<file path="src/rtl/uart_pkg.sv">
// Purpose: shared UART types and sizes for the transmit and receive paths.
// Latency: n/a (types and constants only).
// Backpressure: n/a.
package uart_pkg;

   localparam int UART_DATA_W          = 8;
   localparam int UART_FIFO_DEPTH_LOG2 = 5;
   localparam int UART_BAUD_DIV_W      = 16;

   // Transmit bit-timing FSM states
   typedef enum logic [1:0] {
      IDLE  = 2'd0,
      START = 2'd1,
      DATA  = 2'd2,
      STOP  = 2'd3
   } uart_tx_state_e;

endpackage

</file>
<file path="src/rtl/uart_fifo.sv">
// Purpose: circular byte queue with registered pointers; one slot kept free to tell full from empty.
// Latency: a write at edge N is visible on rdata_o/empty_o after edge N; read data is combinational.
// Backpressure: full_o high drops writes; re_i must only be asserted while !empty_o.
module uart_fifo #(
   parameter int DATA_W     = 8,
   parameter int DEPTH_LOG2 = 5
) (
   input  logic              clk_i,
   input  logic              rst_ni,
   input  logic              we_i,
   input  logic [DATA_W-1:0] wdata_i,
   input  logic              re_i,
   output logic [DATA_W-1:0] rdata_o,
   output logic              full_o,
   output logic              empty_o
);

   localparam int DEPTH = 1 << DEPTH_LOG2;

   logic [DATA_W-1:0]     mem [DEPTH];
   logic [DEPTH_LOG2-1:0] read_ptr;
   logic [DEPTH_LOG2-1:0] write_ptr;
   logic [DEPTH_LOG2-1:0] write_ptr_inc;
   logic                  push;

   // Pointers wrap naturally modulo the depth
   assign write_ptr_inc = write_ptr + 1'b1;
   assign empty_o       = (read_ptr == write_ptr);
   assign full_o        = (write_ptr_inc == read_ptr);
   assign push          = we_i && !full_o;
   assign rdata_o       = mem[read_ptr];

   // Storage needs no reset: an entry is only read after it was written
   always_ff @(posedge clk_i) begin
      if (push) begin
         mem[write_ptr] <= wdata_i;
      end
   end

   // Pointer update; push and pop in the same cycle are both honoured
   always_ff @(posedge clk_i or negedge rst_ni) begin
      if (!rst_ni) begin
         read_ptr  <= '0;
         write_ptr <= '0;
      end else begin
         if (push) begin
            write_ptr <= write_ptr_inc;
         end
         if (re_i) begin
            read_ptr <= read_ptr + 1'b1;
         end
      end
   end

endmodule

</file>
<file path="src/rtl/uart_tx_fifo_ctrl.sv">
// Purpose: buffered UART transmitter, 32-entry queue feeding an 8N1 serialiser (8N2 with UART_TX_STOP2_EN).
// Latency: byte written at edge N starts its start bit at edge N+1; frame = 10 (11 with 8N2) bit periods.
// Backpressure: full_o drops writes; stall_i high holds off new frames, never truncates a running one.
module uart_tx_fifo_ctrl
   import uart_pkg::*;
(
   input  logic                       clk_i,
   input  logic                       rst_ni,
   input  logic [UART_BAUD_DIV_W-1:0] baud_div_i,
   input  logic                       we_i,
   input  logic [UART_DATA_W-1:0]     data_i,
   input  logic                       stall_i,
   output logic                       full_o,
   output logic                       empty_o,
   output logic                       busy_o,
   output logic                       tx_o
);

   uart_tx_state_e             state;
   logic [UART_BAUD_DIV_W-1:0] counter;
   logic [UART_DATA_W-1:0]     shift_r;
   logic [2:0]                 bit_idx;
   logic [UART_DATA_W-1:0]     fifo_rdata;
   logic                       pop;
   logic                       bit_end;
`ifdef UART_TX_STOP2_EN
   logic                       stop2_r;
`endif

   uart_fifo #(
      .DATA_W     (UART_DATA_W),
      .DEPTH_LOG2 (UART_FIFO_DEPTH_LOG2)
   ) u_fifo (
      .clk_i   (clk_i),
      .rst_ni  (rst_ni),
      .we_i    (we_i),
      .wdata_i (data_i),
      .re_i    (pop),
      .rdata_o (fifo_rdata),
      .full_o  (full_o),
      .empty_o (empty_o)
   );

   // A frame may only start from IDLE; stall_i is looked at nowhere else
   assign pop     = (state == IDLE) && !empty_o && !stall_i;
   // >= keeps a lowered baud_div_i mid-bit from running the counter past the end
   assign bit_end = (counter >= baud_div_i);

   // Bit-timing FSM with registered line and busy outputs
   always_ff @(posedge clk_i or negedge rst_ni) begin
      if (!rst_ni) begin
         state   <= IDLE;
         counter <= '0;
         shift_r <= '0;
         bit_idx <= '0;
         tx_o    <= 1'b1;
         busy_o  <= 1'b0;
`ifdef UART_TX_STOP2_EN
         stop2_r <= 1'b0;
`endif
      end else begin
         case (state)
            IDLE: begin
               if (pop) begin
                  state   <= START;
                  shift_r <= fifo_rdata;
                  counter <= '0;
                  tx_o    <= 1'b0;
                  busy_o  <= 1'b1;
               end
            end
            START: begin
               if (bit_end) begin
                  state   <= DATA;
                  counter <= '0;
                  bit_idx <= '0;
                  tx_o    <= shift_r[0];
               end else begin
                  counter <= counter + 1'b1;
               end
            end
            DATA: begin
               if (bit_end) begin
                  counter <= '0;
                  if (bit_idx == 3'd7) begin
                     state <= STOP;
                     tx_o  <= 1'b1;
                  end else begin
                     shift_r <= shift_r >> 1;
                     tx_o    <= shift_r[1];
                     bit_idx <= bit_idx + 1'b1;
                  end
               end else begin
                  counter <= counter + 1'b1;
               end
            end
            STOP: begin
               if (bit_end) begin
                  counter <= '0;
`ifdef UART_TX_STOP2_EN
                  if (!stop2_r) begin
                     stop2_r <= 1'b1;
                  end else begin
                     stop2_r <= 1'b0;
                     state   <= IDLE;
                     busy_o  <= 1'b0;
                  end
`else
                  state  <= IDLE;
                  busy_o <= 1'b0;
`endif
               end else begin
                  counter <= counter + 1'b1;
               end
            end
            default: begin
               state  <= IDLE;
               tx_o   <= 1'b1;
               busy_o <= 1'b0;
            end
         endcase
      end
   end

endmodule

</file>
<file path="config.mk">
export PLATFORM = sky130hd
export DESIGN_NAME = uart_tx_fifo_ctrl
export DESIGN_NICKNAME = d
export VERILOG_FILES = /design/src/rtl/uart_pkg.sv /design/src/rtl/uart_fifo.sv /design/src/rtl/uart_tx_fifo_ctrl.sv
export SDC_FILE = /design/constraint.sdc
export NUM_CORES = 1
export LEC_CHECK = 0
export CAP_MARGIN = 30
export CORE_MARGIN = 5
export CORE_UTILIZATION = 48
export CTS_CLUSTER_SIZE = 12
export DETAILED_ROUTE_END_ITERATION = 6
export GPL_ROUTABILITY_DRIVEN = 0
export GPL_TIMING_DRIVEN = 0
export PLACE_DENSITY = 0.7
export SYNTH_ARGS = -nofsm -noshare
export SYNTH_HDL_FRONTEND = slang
export SYNTH_SLANG_ARGS = --single-unit
</file>
<file path="constraint.sdc">
create_clock -name clk_i -period 3.1 [get_ports clk_i]
set_input_delay 0.62 -clock clk_i [delete_from_list [all_inputs] [get_ports clk_i]]
set_output_delay 0.62 -clock clk_i [all_outputs]
set_load 0.005 [all_outputs]
</file>
Word level (Yosys, flattened, before mapping)
Memory sizes are Yosys's and may differ from the RTL's.
Index checks and enable logic that the tools add are counted.

storage, ports and cells
  flip-flop bits (word level) = 41
  RAM bits = 256
  input bits = 28
  output and inout port bits = 4
  word-level logic and storage cells = 70
  memories kept = 1

memory list
  memory      words  width  rd ports  clocked after memory_dff  wr ports  RTL line         source
  u_fifo.mem  32     8      1         0                         1         uart_fifo.sv:20  logic [DATA_W-1:0] mem [DEPTH];

cells by class
  add/sub/neg operators = 4
  magnitude comparators = 1
  eq/ne operators = 12
  multiplexer cells = 27
  reduce and logical (&&, ||, !) cells = 17

operators with widths
  kind                                                             number
  16-bit 2-to-1 mux                                                2
  16-bit one-hot mux with 2 select lines                           1
  8-bit 2-to-1 mux                                                 3
  16-bit by 1-bit adder with 16-bit output, second input constant  1
  16-bit >= comparator                                             1
  8-bit one-hot mux with 2 select lines                            1
  2-bit inequality test, second input constant                     6
  4-bit AND reduction                                              3
  5-bit by 1-bit adder with 5-bit output, second input constant    2
  5-bit == test                                                    2
  2-bit 2-to-1 mux                                                 5
  3-bit 2-to-1 mux                                                 3
  1-bit 2-to-1 mux                                                 8
  2-bit one-hot mux with 4 select lines                            1
  3-bit one-hot mux with 2 select lines                            1
  2-bit nonzero test                                               3
  5-bit AND reduction                                              1
  2-bit == test, second input constant                             2
  3-bit by 1-bit adder with 3-bit output, second input constant    1
  3-bit == test, second input constant                             1
  1-bit logical AND                                                3
  1-bit zero test                                                  3
  1-bit one-hot mux with 3 select lines                            1
  3-bit AND reduction                                              1
  other kinds (5)                                                  5

Logic depth before layout (Yosys ltp)
Gate-level depths: netlist (run 1).

  depth after elaboration = 6
  gate-level depth with buffers = 11
  gate-level depth less buffers = 8

Cells and area by module
Synthesis (run 1) repeated with hierarchy kept, for this count alone.

second synthesis, totals
  cell total of the unflattened synthesis = 704
  area total of the unflattened synthesis = 12612.1 um^2

by module, submodules not included
  module             instances  cells an instance  area each (um^2)  seq. area each (um^2)
  uart_fifo          1          468                10508.8           7937.6
  uart_tx_fifo_ctrl  1          236                2103.3            777.0

Worst setup path before layout (run 1)
OpenSTA, ideal clock, no wires.

  path kind = input -> register
  from = input port baud_div_i[13]
  to = register shift_r[2]
  setup time = 126 ps
  data arrival time = 2422 ps
  data required time = 2974 ps
  slack = 552 ps
  stages = 8
  path buffers = 0
  cell sequence = inv_1 > ha_1 > nand4_1 > nor3_2 > or4b_1 > nand3_1 > mux2_2 > a221o_1

between the ends
  cells in the longest elaborated chain, start to end = 3

RTL lines
  element                                 RTL line                 source
  start: declaration                      uart_tx_fifo_ctrl.sv:9   input logic [UART_BAUD_DIV_W-1:0] baud_div_i,
  16-bit >= comparator                    uart_tx_fifo_ctrl.sv:47  assign bit_end = (counter >= baud_div_i);
  2-bit inequality test (no source line)  -
  4-bit AND reduction (no source line)    -
  end signal: assignment                  uart_tx_fifo_ctrl.sv:66  shift_r <= fifo_rdata;
  end signal: assignment                  uart_tx_fifo_ctrl.sv:89  shift_r <= shift_r >> 1;
  end: declaration                        uart_tx_fifo_ctrl.sv:21  logic [UART_DATA_W-1:0] shift_r;

No other way between the ends.
A chain may end at the register's enable or synchronous reset.

Worst setup path in the final report (run 1)
  from = register u_fifo.read_ptr[1]
  to = register shift_r[4]

between the ends
  cells in the longest elaborated chain, start to end = 6
  elaborated cells on any way between the ends = 9
  classes of those cells = 2 x eq/ne; 2 x mux; 4 x reduce/logical; 1 x memory

RTL lines
  element                                                         RTL line         source
  start: declaration                                              uart_fifo.sv:21  logic [DEPTH_LOG2-1:0] read_ptr;
  start signal: assignment                                        uart_fifo.sv:50  read_ptr <= read_ptr + 1'b1;
  branches (longest 6 deep; another with memory read 32 x 8 bit)  -

Several ways; the timed one is not identified. The select of a mux whose other input is x is not followed.

==> results of run 1 <==
power by group through the flow:
stage,Sequential [mW],Clock [mW],Combinational (mW)
after floorplan,4.95,0,2.99
after global placement,5.00,0,4.18
after detailed placement,5.02,0,4.27
after CTS,4.94,3.28,4.30
after global routing,4.96,3.45,4.74
final,4.93,3.23,4.37
cells by family (layout without fill, tap and decap cells):
family	Yosys count	in the layout
mux	99	99
compound gates	116	116
buf+inv	73	167
simple gates	151	151
flops	297	297
xor+xnor	29	29
fa+ha+maj	29	29
timing repair:
action / CTS / global route
hold buffers: 1 / 0
hold endpoints to repair: 9 / 0
endpoints found under the setup margin: 68 / 193
setup buffers: 0 / 3
resized for setup: 8 / 28
pin swaps: 0 / 1
worst paths after layout:
path / endpoint / slack (ps) / cells past startpoint
min in group clk_i: tx_o / 520 / 2
worst max-delay path: shift_r[4] / 150 / 8
worst min-delay path: u_fifo.read_ptr[2] / 490 / 2
worst min register to register: tx_o / 520 / 2
max in group asynchronous: tx_o / 2090 / 3
worst max register to register: shift_r[4] / 150 / 8
worst register-to-register path: cells and delay by family, from the launching register on:
kind                   cells  cell delay (ps)
buffers and inverters      3             1250
AO/OA/AOI/OAI              3              880
multiplexers               1              360
flip-flops                 1              340
AND/OR/NAND/NOR            1               50
metrics by stage:
stage               setup WS (ps)  instance area (um^2)  std cells
detailed placement           -160                 13700       1167
finish                        154                 14700       1223
floorplan                     552                 12800        794
CTS                         -34.0                 14600       1218
global route                -42.8                 14700       1223
global placement             -140                 13600       1160
sequential cells by signal, indices dropped and copies added, names as in the netlist:
signal            count
state                 2
u_fifo.mem          256
busy_o                1
u_fifo.write_ptr      5
bit_idx               3
shift_r               8
u_fifo.read_ptr       5
counter              16
tx_o                  1
layout make-up:
| cell class | instances | area (um^2) | area share [%] |
|---|---|---|---|
| Buffer | 42 | 274 | 1.87 |
| Multi-Input combinational cell | 424 | 3810 | 26.0 |
| Timing Repair Buffer | 44 | 480 | 3.27 |
| Clock buffer | 43 | 831 | 5.66 |
| Tap cell | 335 | 419 | 2.86 |
| Inverter | 31 | 116 | 0.793 |
| Clock inverter | 7 | 32.5 | 0.222 |
| Sequential cell | 297 | 8720 | 59.4 |
metal layers:
layer	GRT usage [%]	share of wire, %
met5	0	0
met4	5.05	2.7
met3	2.99	7.3
met2	29.4	47
met1	26.2	42
cells in the final DEF (no fill, tap or decap), types with 13 or more instances in the layout:
cell and count:
mux2i_1 49, nand2_1 25, nor2_2 21, ha_1 29
inv_1 28, xnor2_1 25, a21oi_1 19, nor2_1 41
clkbuf_16 31, nand3_1 13, dfrtp_1 38, clkbuf_1 23
a211oi_1 15, buf_4 15, edfxtp_1 256, o21ai_0 20
clkdlybuf4s50_1 29, mux4_2 44
==> results.tsv, run 1 <==
metric	value	unit
status	finished, final reports clean	
switching_share	33.0	%
cap_violations	0	
pwr-share-clk	25.8	%
r2r-start	u_fifo.read_ptr[1]	
post-synth-top-count-cell	edfxtp_1	
final.setup_skew	10.9	ps
final.setup.tns	0	ps
yosysTopAreaCell	edfxtp_1	
clkLatencyLatePin	550	ps
synthAdderAreaFrac	2.83	%
syn_avg_cell_area	16.2	um^2
whs	487	ps
grt_pass1_vias	7225	
path_delay_family	buffers and inverters	
synth_cell_types	67	
fin_util	56.0	%
rsz0062_at_grt	yes	
clockBufferDepth	3	
max_freq	0.339	GHz
synthSimpleGateAreaFrac	5.63	%
hold_path_class	in -> async	
drt-initial-drc-count	704	
layout-drive-gt1-share	18.1	%
grtUsageTotal	18.3	%
wirelength	27500	um
relSlewSlack	34.2	%
tightest_slew	987	ps
synthArstFlopShare	13.8	%
crit_path_end_kind	flop	
die_w	174	um
fillers	2018	
critPathLaunchType	flop	
slowest_stage	clkbuf_1	
cts_buffers	30	
overflow	0	
max_stage_delay	690	ps
muxShareOfSynthArea	12.4	%
grt_antenna_before_repair	0	
crit_arrival	3420	ps
critical_path_class	reg -> reg	
final_max_slew_viol_count	0	
p_sw	4.13	mW
rows	59	
die_y	174	um
fin_crit_sh	95.0	%
synth_enable_flop_cells	256	
syn_inst	794	
setup_viol	0	
cts_tree	built	
clock-sinks	297	
syn_area	12800	um^2
h-tree-depth	1	
ant_nets	0	
nNetsFinal	927	
ir_drop	0.669	mV
clkTransAtPathRegs	60	ps
intPower	8.39	mW
synth_xor_xnor_area_share	1.98	%
area_growth	14.4	%
synthTopCellsByCount	256 x edfxtp_1, 65 x nor2_1, 49 x mux2i_1	
first_pass_iters	7	
synth_compound_area_share	6.30	%
synth_top_family_by_area	multiplexers	
synth_seq_cells	297	
dieArea	30100	um^2
powerDensity	853	nW/um^2
syn-num-nets	851	
synth_area_leaders	edfxtp_1 60%, dfrtp_1 7.8%, mux4_2 7.7%	
via_per_inst	5.85	
drc	0	
yosys.area.top_type_share	59.9	%
n_antenna_cell	0	
synth_flop_cell	edfxtp_1	
crit_fanout	10	
p_leak	5.07	nW
grt_max_degree	33	
yosysSeqAreaShare	67.9	%
power.total	12.5	mW
final-hold-violation-count	0	
grt_pass1_wl	42900	um
num_vias	7149	
p_comb_share	34.9	%
dpl.hpwl	18900	um
min_period	2950	ps
p_seq_share	39.3	%
post_drt_wl_per_cell	22.5	um
crit_start	u_fifo.read_ptr[1]	
cp_num_buf_inv	3	
io_buffers	31	
synth.yosys.warnings	0	
crit_chain	buf_4 -> buf_2 -> clkbuf_1 -> mux4_2 -> nor2_1 -> o21ai_0 -> a32oi_1 -> o21ai_1	
start_util	49.0	%
cts-root-buf	clkbuf_16	
core	26200	um^2
ios	32	
worstPathRequired	3570	ps
Note: power is estimated with default switching activity, not from simulation.
==> inputs of run 2 (changes only) <==
GPL_ROUTABILITY_DRIVEN = not set   (was 0)
==> results of run 2 <==
Final layout, timing and power as in run 1 (identical DEF).
==> inputs of run 3 (changes only) <==
HOLD_SLACK_MARGIN = 0.02   (was not set)
==> results of run 3 <==
Final layout, timing and power as in run 1 (identical DEF).
